### config.mk
export PLATFORM = sky130hd
export DESIGN_NAME = iram_isp_loader
export DESIGN_NICKNAME = d
export VERILOG_FILES = /design/src/rtl/iram_isp_loader_pkg.sv /design/src/rtl/iram_ldr_fifo.sv /design/src/rtl/iram_isp_loader.sv
export SDC_FILE = /design/constraint.sdc
export NUM_CORES = 1
export LEC_CHECK = 0
export ABC_AREA = 0
export BUFFER_PORTS_ARGS = -buffer_cell sky130_fd_sc_hd__buf_2
export CAP_MARGIN = 0
export CORE_MARGIN = 2
export CORE_UTILIZATION = 67
export CTS_BUF_LIST = sky130_fd_sc_hd__clkbuf_8
export CTS_CLUSTER_DIAMETER = 30
export DETAILED_ROUTE_END_ITERATION = 7
export PLACE_DENSITY = 0.87
export SETUP_SLACK_MARGIN = 0.2
export SKIP_LAST_GASP = 1
export SLEW_MARGIN = 15
export SYNTH_ARGS = -nofsm -noshare
export SYNTH_HDL_FRONTEND = slang
export SYNTH_SLANG_ARGS = --single-unit
### constraint.sdc
create_clock -name clk -period 10.5 [get_ports clk]
set_input_delay 1.575 -clock clk [delete_from_list [all_inputs] [get_ports clk]]
set_output_delay 1.575 -clock clk [all_outputs]
set_load 0.02 [all_outputs]
### src/rtl/iram_isp_loader_pkg.sv
// Shared constants and state encodings for the ISP boot loader.
// Error codes, AXI response code and both FSM encodings live here.
package iram_isp_loader_pkg;

  localparam logic [1:0] ERR_NONE  = 2'b00;
  localparam logic [1:0] ERR_OVF   = 2'b01;
  localparam logic [1:0] ERR_LEN   = 2'b10;
  localparam logic [1:0] ERR_BRESP = 2'b11;

  localparam logic [1:0] AXI_RESP_OKAY = 2'b00;

  typedef enum logic [2:0] {
    M_IDLE  = 3'd0,
    M_LEN   = 3'd1,
    M_DATA  = 3'd2,
    M_DRAIN = 3'd3,
    M_DONE  = 3'd4,
    M_ERR   = 3'd5
  } main_state_t;

  typedef enum logic [1:0] {
    W_IDLE = 2'd0,
    W_REQ  = 2'd1,
    W_RESP = 2'd2
  } wr_state_t;

  // Byte strobe for a word whose highest filled byte lane is last_pos.
  function automatic logic [3:0] strb_for(input logic [1:0] last_pos);
    logic [3:0] s;
    case (last_pos)
      2'd0:    s = 4'b0001;
      2'd1:    s = 4'b0011;
      2'd2:    s = 4'b0111;
      default: s = 4'b1111;
    endcase
    return s;
  endfunction

endpackage

### src/rtl/iram_ldr_fifo.sv
// Small synchronous FIFO holding packed {word, strb} entries for the loader.
// Flush empties it in one cycle; a push when full is dropped unless a pop frees a slot.
module iram_ldr_fifo #(
  parameter int DEPTH = 2,
  parameter int W     = 36
) (
  input  logic         clk,
  input  logic         rst_n,
  input  logic         flush,
  input  logic         push,
  input  logic [W-1:0] din,
  input  logic         pop,
  output logic [W-1:0] dout,
  output logic         full,
  output logic         empty
);

  localparam int AW = $clog2(DEPTH);

  logic [W-1:0] mem [DEPTH];
  logic [AW:0]  wp;
  logic [AW:0]  rp;
  logic         do_push;
  logic         do_pop;

  assign empty   = (wp == rp);
  assign full    = (wp[AW] != rp[AW]) && (wp[AW-1:0] == rp[AW-1:0]);
  assign do_pop  = pop && !empty;
  assign do_push = push && (!full || do_pop);
  assign dout    = mem[rp[AW-1:0]];

  always_ff @(posedge clk or negedge rst_n) begin
    if (!rst_n) begin
      wp <= '0;
      rp <= '0;
    end else if (flush) begin
      wp <= '0;
      rp <= '0;
    end else begin
      if (do_push) wp <= wp + 1'b1;
      if (do_pop)  rp <= rp + 1'b1;
    end
  end

  always_ff @(posedge clk) begin
    if (do_push && !flush) mem[wp[AW-1:0]] <= din;
  end

endmodule

### src/rtl/iram_isp_loader.sv
// ISP boot loader: length-prefixed byte stream in, little-endian 32-bit
// AXI4-Lite writes out to the instruction RAM, one outstanding write at a time.
module iram_isp_loader
  import iram_isp_loader_pkg::*;
#(
  parameter logic [31:0] BASE_ADDR  = 32'h0000_0000,
  parameter int unsigned IRAM_BYTES = 32768,
  parameter int unsigned BUF_DEPTH  = 2
) (
  input  logic        clk,
  input  logic        rst_n,
  input  logic        en_i,
  input  logic        rx_vld_i,
  input  logic [7:0]  rx_data_i,
  output logic        busy_o,
  output logic        done_o,
  output logic [1:0]  err_o,
  output logic [31:0] axi_awaddr,
  output logic [2:0]  axi_awprot,
  output logic        axi_awvalid,
  input  logic        axi_awready,
  output logic [31:0] axi_wdata,
  output logic [3:0]  axi_wstrb,
  output logic        axi_wvalid,
  input  logic        axi_wready,
  input  logic [1:0]  axi_bresp,
  input  logic        axi_bvalid,
  output logic        axi_bready,
  output logic [2:0]  dbg_main_state,
  output logic [1:0]  dbg_wr_state
);

  main_state_t state, state_nxt;
  wr_state_t   wstate, wstate_nxt;
  logic [1:0]  err_q, err_nxt;

  logic [1:0]  lcnt;
  logic [31:0] len_q, len_full, rem_q;
  logic [1:0]  bpos;
  logic [31:0] word_q, word_nxt;
  logic        pend_vld, pend_last;
  logic [31:0] pend_word;
  logic [3:0]  pend_strb;
  logic [29:0] word_idx;

  logic        fifo_push, fifo_pop, fifo_flush, fifo_full, fifo_empty;
  logic [35:0] fifo_dout;
  logic        start, rx_len, rx_dat, ovf, bresp_err, aw_hs;

  assign start    = en_i && (state inside {M_IDLE, M_DONE, M_ERR});
  assign rx_len   = rx_vld_i && (state == M_LEN);
  assign rx_dat   = rx_vld_i && (state == M_DATA) && (rem_q != 32'd0);
  assign len_full = {rx_data_i, len_q[31:8]};

  // Handshake: AW and W are offered together and held stable; a beat is taken
  // only in a cycle where awready and wready are both high. B is taken on bvalid.
  assign aw_hs      = (wstate == W_REQ) && axi_awready && axi_wready;
  assign bresp_err  = (wstate == W_RESP) && axi_bvalid && (axi_bresp != AXI_RESP_OKAY);
  assign fifo_push  = pend_vld && (state == M_DATA);
  assign fifo_pop   = aw_hs;
  assign fifo_flush = bresp_err;
  assign ovf        = fifo_push && fifo_full && !fifo_pop;

  always_comb begin
    word_nxt = (bpos == 2'd0) ? 32'h0 : word_q;
    word_nxt[{bpos, 3'b000} +: 8] = rx_data_i;
  end

  iram_ldr_fifo #(
    .DEPTH(BUF_DEPTH),
    .W    (36)
  ) u_fifo (
    .clk  (clk),
    .rst_n(rst_n),
    .flush(fifo_flush),
    .push (fifo_push),
    .din  ({pend_word, pend_strb}),
    .pop  (fifo_pop),
    .dout (fifo_dout),
    .full (fifo_full),
    .empty(fifo_empty)
  );

  always_comb begin
    state_nxt = state;
    err_nxt   = err_q;
    case (state)
      M_IDLE, M_DONE, M_ERR: begin
        if (en_i) begin
          state_nxt = M_LEN;
          err_nxt   = ERR_NONE;
        end
      end
      M_LEN: begin
        if (rx_len && lcnt == 2'd3) begin
          if (len_full == 32'd0) begin
            state_nxt = M_DONE;
          end else if (len_full > IRAM_BYTES) begin
            state_nxt = M_ERR;
            err_nxt   = ERR_LEN;
          end else begin
            state_nxt = M_DATA;
          end
        end
      end
      M_DATA: begin
        if (ovf) begin
          state_nxt = M_ERR;
          err_nxt   = ERR_OVF;
        end else if (fifo_push && pend_last) begin
          state_nxt = M_DRAIN;
        end
      end
      M_DRAIN: begin
        // The cycle of the final B handshake already counts as drained.
        if (fifo_empty && (wstate == W_IDLE || (wstate == W_RESP && axi_bvalid)))
          state_nxt = M_DONE;
      end
      default: state_nxt = M_IDLE;
    endcase
    if (bresp_err && busy_o) begin
      state_nxt = M_ERR;
      err_nxt   = ERR_BRESP;
    end
  end

  always_ff @(posedge clk or negedge rst_n) begin
    if (!rst_n) begin
      state <= M_IDLE;
      err_q <= ERR_NONE;
    end else begin
      state <= state_nxt;
      err_q <= err_nxt;
    end
  end

  always_ff @(posedge clk or negedge rst_n) begin
    if (!rst_n) begin
      lcnt      <= '0;
      len_q     <= '0;
      rem_q     <= '0;
      bpos      <= '0;
      word_q    <= '0;
      pend_vld  <= 1'b0;
      pend_last <= 1'b0;
      pend_word <= '0;
      pend_strb <= '0;
    end else begin
      pend_vld <= 1'b0;
      if (start) begin
        lcnt  <= '0;
        len_q <= '0;
        rem_q <= '0;
        bpos  <= '0;
      end
      if (rx_len) begin
        len_q <= len_full;
        lcnt  <= lcnt + 2'd1;
        if (lcnt == 2'd3) begin
          rem_q <= len_full;
          bpos  <= '0;
        end
      end
      if (rx_dat) begin
        word_q <= word_nxt;
        bpos   <= bpos + 2'd1;
        rem_q  <= rem_q - 32'd1;
        if (bpos == 2'd3 || rem_q == 32'd1) begin
          pend_vld  <= 1'b1;
          pend_word <= word_nxt;
          pend_strb <= strb_for(bpos);
          pend_last <= (rem_q == 32'd1);
        end
      end
    end
  end

  // Head entry stays in the FIFO until AW/W is accepted, so the output
  // registers never hold a word the buffer has already given up.
  always_comb begin
    wstate_nxt = wstate;
    case (wstate)
      W_IDLE:  if (!fifo_empty) wstate_nxt = W_REQ;
      W_REQ:   if (aw_hs)       wstate_nxt = W_RESP;
      W_RESP:  if (axi_bvalid)  wstate_nxt = W_IDLE;
      default: wstate_nxt = W_IDLE;
    endcase
  end

  always_ff @(posedge clk or negedge rst_n) begin
    if (!rst_n) begin
      wstate     <= W_IDLE;
      axi_awaddr <= '0;
      axi_wdata  <= '0;
      axi_wstrb  <= '0;
      word_idx   <= '0;
    end else begin
      wstate <= wstate_nxt;
      if (wstate == W_IDLE && !fifo_empty) begin
        axi_awaddr <= BASE_ADDR + {word_idx, 2'b00};
        axi_wdata  <= fifo_dout[35:4];
        axi_wstrb  <= fifo_dout[3:0];
      end
      if (wstate == W_RESP && axi_bvalid) word_idx <= word_idx + 30'd1;
      if (start) word_idx <= '0;
    end
  end

  assign axi_awprot     = 3'b000;
  assign axi_awvalid    = (wstate == W_REQ);
  assign axi_wvalid     = (wstate == W_REQ);
  assign axi_bready     = (wstate == W_RESP);
  assign busy_o         = state inside {M_LEN, M_DATA, M_DRAIN};
  assign done_o         = (state == M_DONE);
  assign err_o          = err_q;
  assign dbg_main_state = state;
  assign dbg_wr_state   = wstate;

endmodule

==> results.toml <==
[run_status]
status = "finished clean"

[die]
io_pins = 100
die_h_um = 145
die_w_um = 145
initial_core_util_pct = 68.5
num_rows = 51
dieArea_um2 = 21000
design.core.area_um2 = 19500

[synth]
netlist_instances = 1171
postSynth.asyncResetShare_pct = 76.7
syn_avg_cell_area_um2 = 11.4
synth-warning-count = 0
synth_cell_types = 68
yosys.area.top_type = "dfrtp_1"
synth_commonest_cells = "dfrtp_1, nand2_1, nor2_1"
yosysMostFrequentCell = "dfrtp_1"
seq_area_frac_synth_pct = 60.7
synth-edff-count = 72
yosysTopAreaCellShare_pct = 44.5
syn_area_um2 = 13300
ys.flop_type = "dfrtp_1"
synth_area_leaders = "dfrtp_1, edfxtp_1, nand2_1"
ys_seq_elements = 309

[drt]
wl_met3_um = 2060
drc = 0
first_pass_iters = 6
vias = 9593
met2_wirelength_um = 14200
wl_met1_um = 12200
viasPerCell = 6.12
drtAntennaViolNets = 0
drt_iter0_drc = 1022
routedWlPerCell_um = 18.7
routed.top_layer = "met4"
routed_wl_um = 29300

[layout]
finalNetCount = 1289
nFillCells = 1198
n_antenna_cell = 0
layout-drive-gt1-share_pct = 18.6
area_delta_synth_final_pct = 12.1

[cts]
cts_buffers = 53
clockBufferDepth = 3
ctsHoldBuffers = 0
cts_tree = "built"
cts.clk_slew.worst_paths_ps = 80
clock_latency_ps = 580
cts_setup_buffers = 0
cts.repair.resized = 0
cts-root-buf = "clkbuf_8"
cts_sinks = 309
htreeDepth = 2

[global_route]
grt.total_usage_pct = 28.4
grt_pass1_wl_um = 48900
grt_max_degree = 105
grt_pass1_vias = 9634
grt_overflow_total = 0
antenna_found_initial = 0

[timing]
tns_ps = 0
rsz0062_at_grt = "false"
fin_hold_ws_ps = 465
worst_slew_pin_slew_ps = 1180
fmax_mhz = 259
finalSetupViolations = 0
hold_violations = 0
skew_ps = 27.0
slew_viol_final = 0
period_needed_ps = 3860
max-slew-margin-rel_pct = 21.4
fin_crit_sh_pct = 36.8

[pwr]
design_power_total_mw = 3.58
ir_drop_mv = 0.150
power_density_nw_per_um2 = 240
leakage_nw = 6.97

[placement]
gp_congestion = 0.893
hpwl_um = 17700
io_buffers = 94

[setup_path]
slowest_stage = "and2_1"
critical_path_arrival_ps = 4300
crit_fanout = 31
end_kind = "flip-flop"
worstSetupStartpointType = "input port"
critPathBufInv = 1
critPathKind = "input port to flip-flop"
critPathTopFamily = "simple AND/OR/NAND/NOR gates"
path_cells = "buf_2 > nor2b_1 > and2_1 > nor2_1 > o21ai_1 > o21ai_0 > a221o_1"
required_ps = 10940
critPathMaxStageDelay_ps = 940

[run]
maxCapViolCount = 0

[min_path]
hp-class = "flip-flop to flip-flop"
[where the power goes]
group / total, mW / switching (mW) / internal (mW)
combinational: 1.01 / 0.671 / 0.339
sequential: 1.51 / 0.132 / 1.37
clock: 1.07 / 0.487 / 0.579
[cell type report]
cell class / instances / area, µm² / area share [%]
Multi-Input combinational cell: 777 / 4850 / 32.5
Clock inverter: 37 / 234 / 1.57
Inverter: 15 / 56.3 / 0.377
Sequential cell: 309 / 8090 / 54.1
Timing Repair Buffer: 104 / 556 / 3.72
Tap cell: 265 / 332 / 2.22
Clock buffer: 60 / 826 / 5.52
[stage by stage]
stage | utilization, % | std cells | setup WS (ps) | instance area (µm²)
after global placement | 71.4 | 1470 | 6260 | 13900
after CTS | 76.8 | 1567 | 6690 | 14900
final | 76.8 | 1567 | 6640 | 14900
after floorplan | - | 1175 | 6430 | 13300
after global routing | 76.8 | 1567 | 6490 | 14900
after detailed placement | 71.4 | 1470 | 6190 | 13900
[final timing paths]
| check | depth (start not counted) | end | startpoint | slack (ps) |
|---|---|---|---|---|
| max in group asynchronous | 2 | u_fifo.rp[0] | rst_n | 7920 |
| setup reg to reg | 6 | word_q[2] | dbg_main_state[1] | 7170 |
| hold reg to reg | 0 | u_fifo.mem[0][33] | pend_word[29] | 460 |
| min in group asynchronous | 1 | axi_awaddr[18] | rst_n | 1020 |
| setup / recovery | 7 | rem_q[10] | en_i | 6640 |
| hold / removal | 0 | u_fifo.mem[0][33] | pend_word[29] | 460 |
[cell usage in the layout, fill, tap and decap left out, types with 33 or more instances in the layout]
cell type / netlist / layout
nor2_1: 100 / 99
edfxtp_1: 72 / 72
buf_2: 10 / 93
a21oi_1: 44 / 44
mux2_2: 37 / 37
mux2i_1: 38 / 38
o21ai_0: 86 / 86
nand2_1: 154 / 154
clkbuf_8: 0 / 60
a22oi_1: 33 / 33
dfrtp_1: 237 / 236
[flip-flops by register name, indices dropped and copies added (netlist names)]
signal          count
axi_awaddr         30
axi_wdata          32
axi_wstrb           4
bpos                2
dbg_main_state      3
dbg_wr_state        2
err_o               2
lcnt                2
len_q              24
pend_last           1
pend_strb           4
pend_vld            1
pend_word          32
rem_q              32
u_fifo.mem         72
u_fifo.rp           2
u_fifo.wp           2
word_idx           30
word_q             32
[logic make-up after synthesis]
kind of cell / Yosys count / share of synthesized area, %
AOI/OAI and AO/OA: 253 / 12.6
xor gates and xnor gates: 38 / 2.50
adders and majority gates: 12 / 1.13
buffers and inverters: 89 / 3.11
DFF: 309 / 60.7
muxes: 76 / 6.06
other: 1 / 0.0281
and+or+nand+nor: 393 / 13.9
[metal layers]
layer	vias to the layer above	global-route usage, %
li1	4396	-
met3	82	5.19
met5	-	0
met2	426	46.1
met4	0	10.5
met1	4689	38.9
No activity file was read; power rests on OpenSTA's default activity.
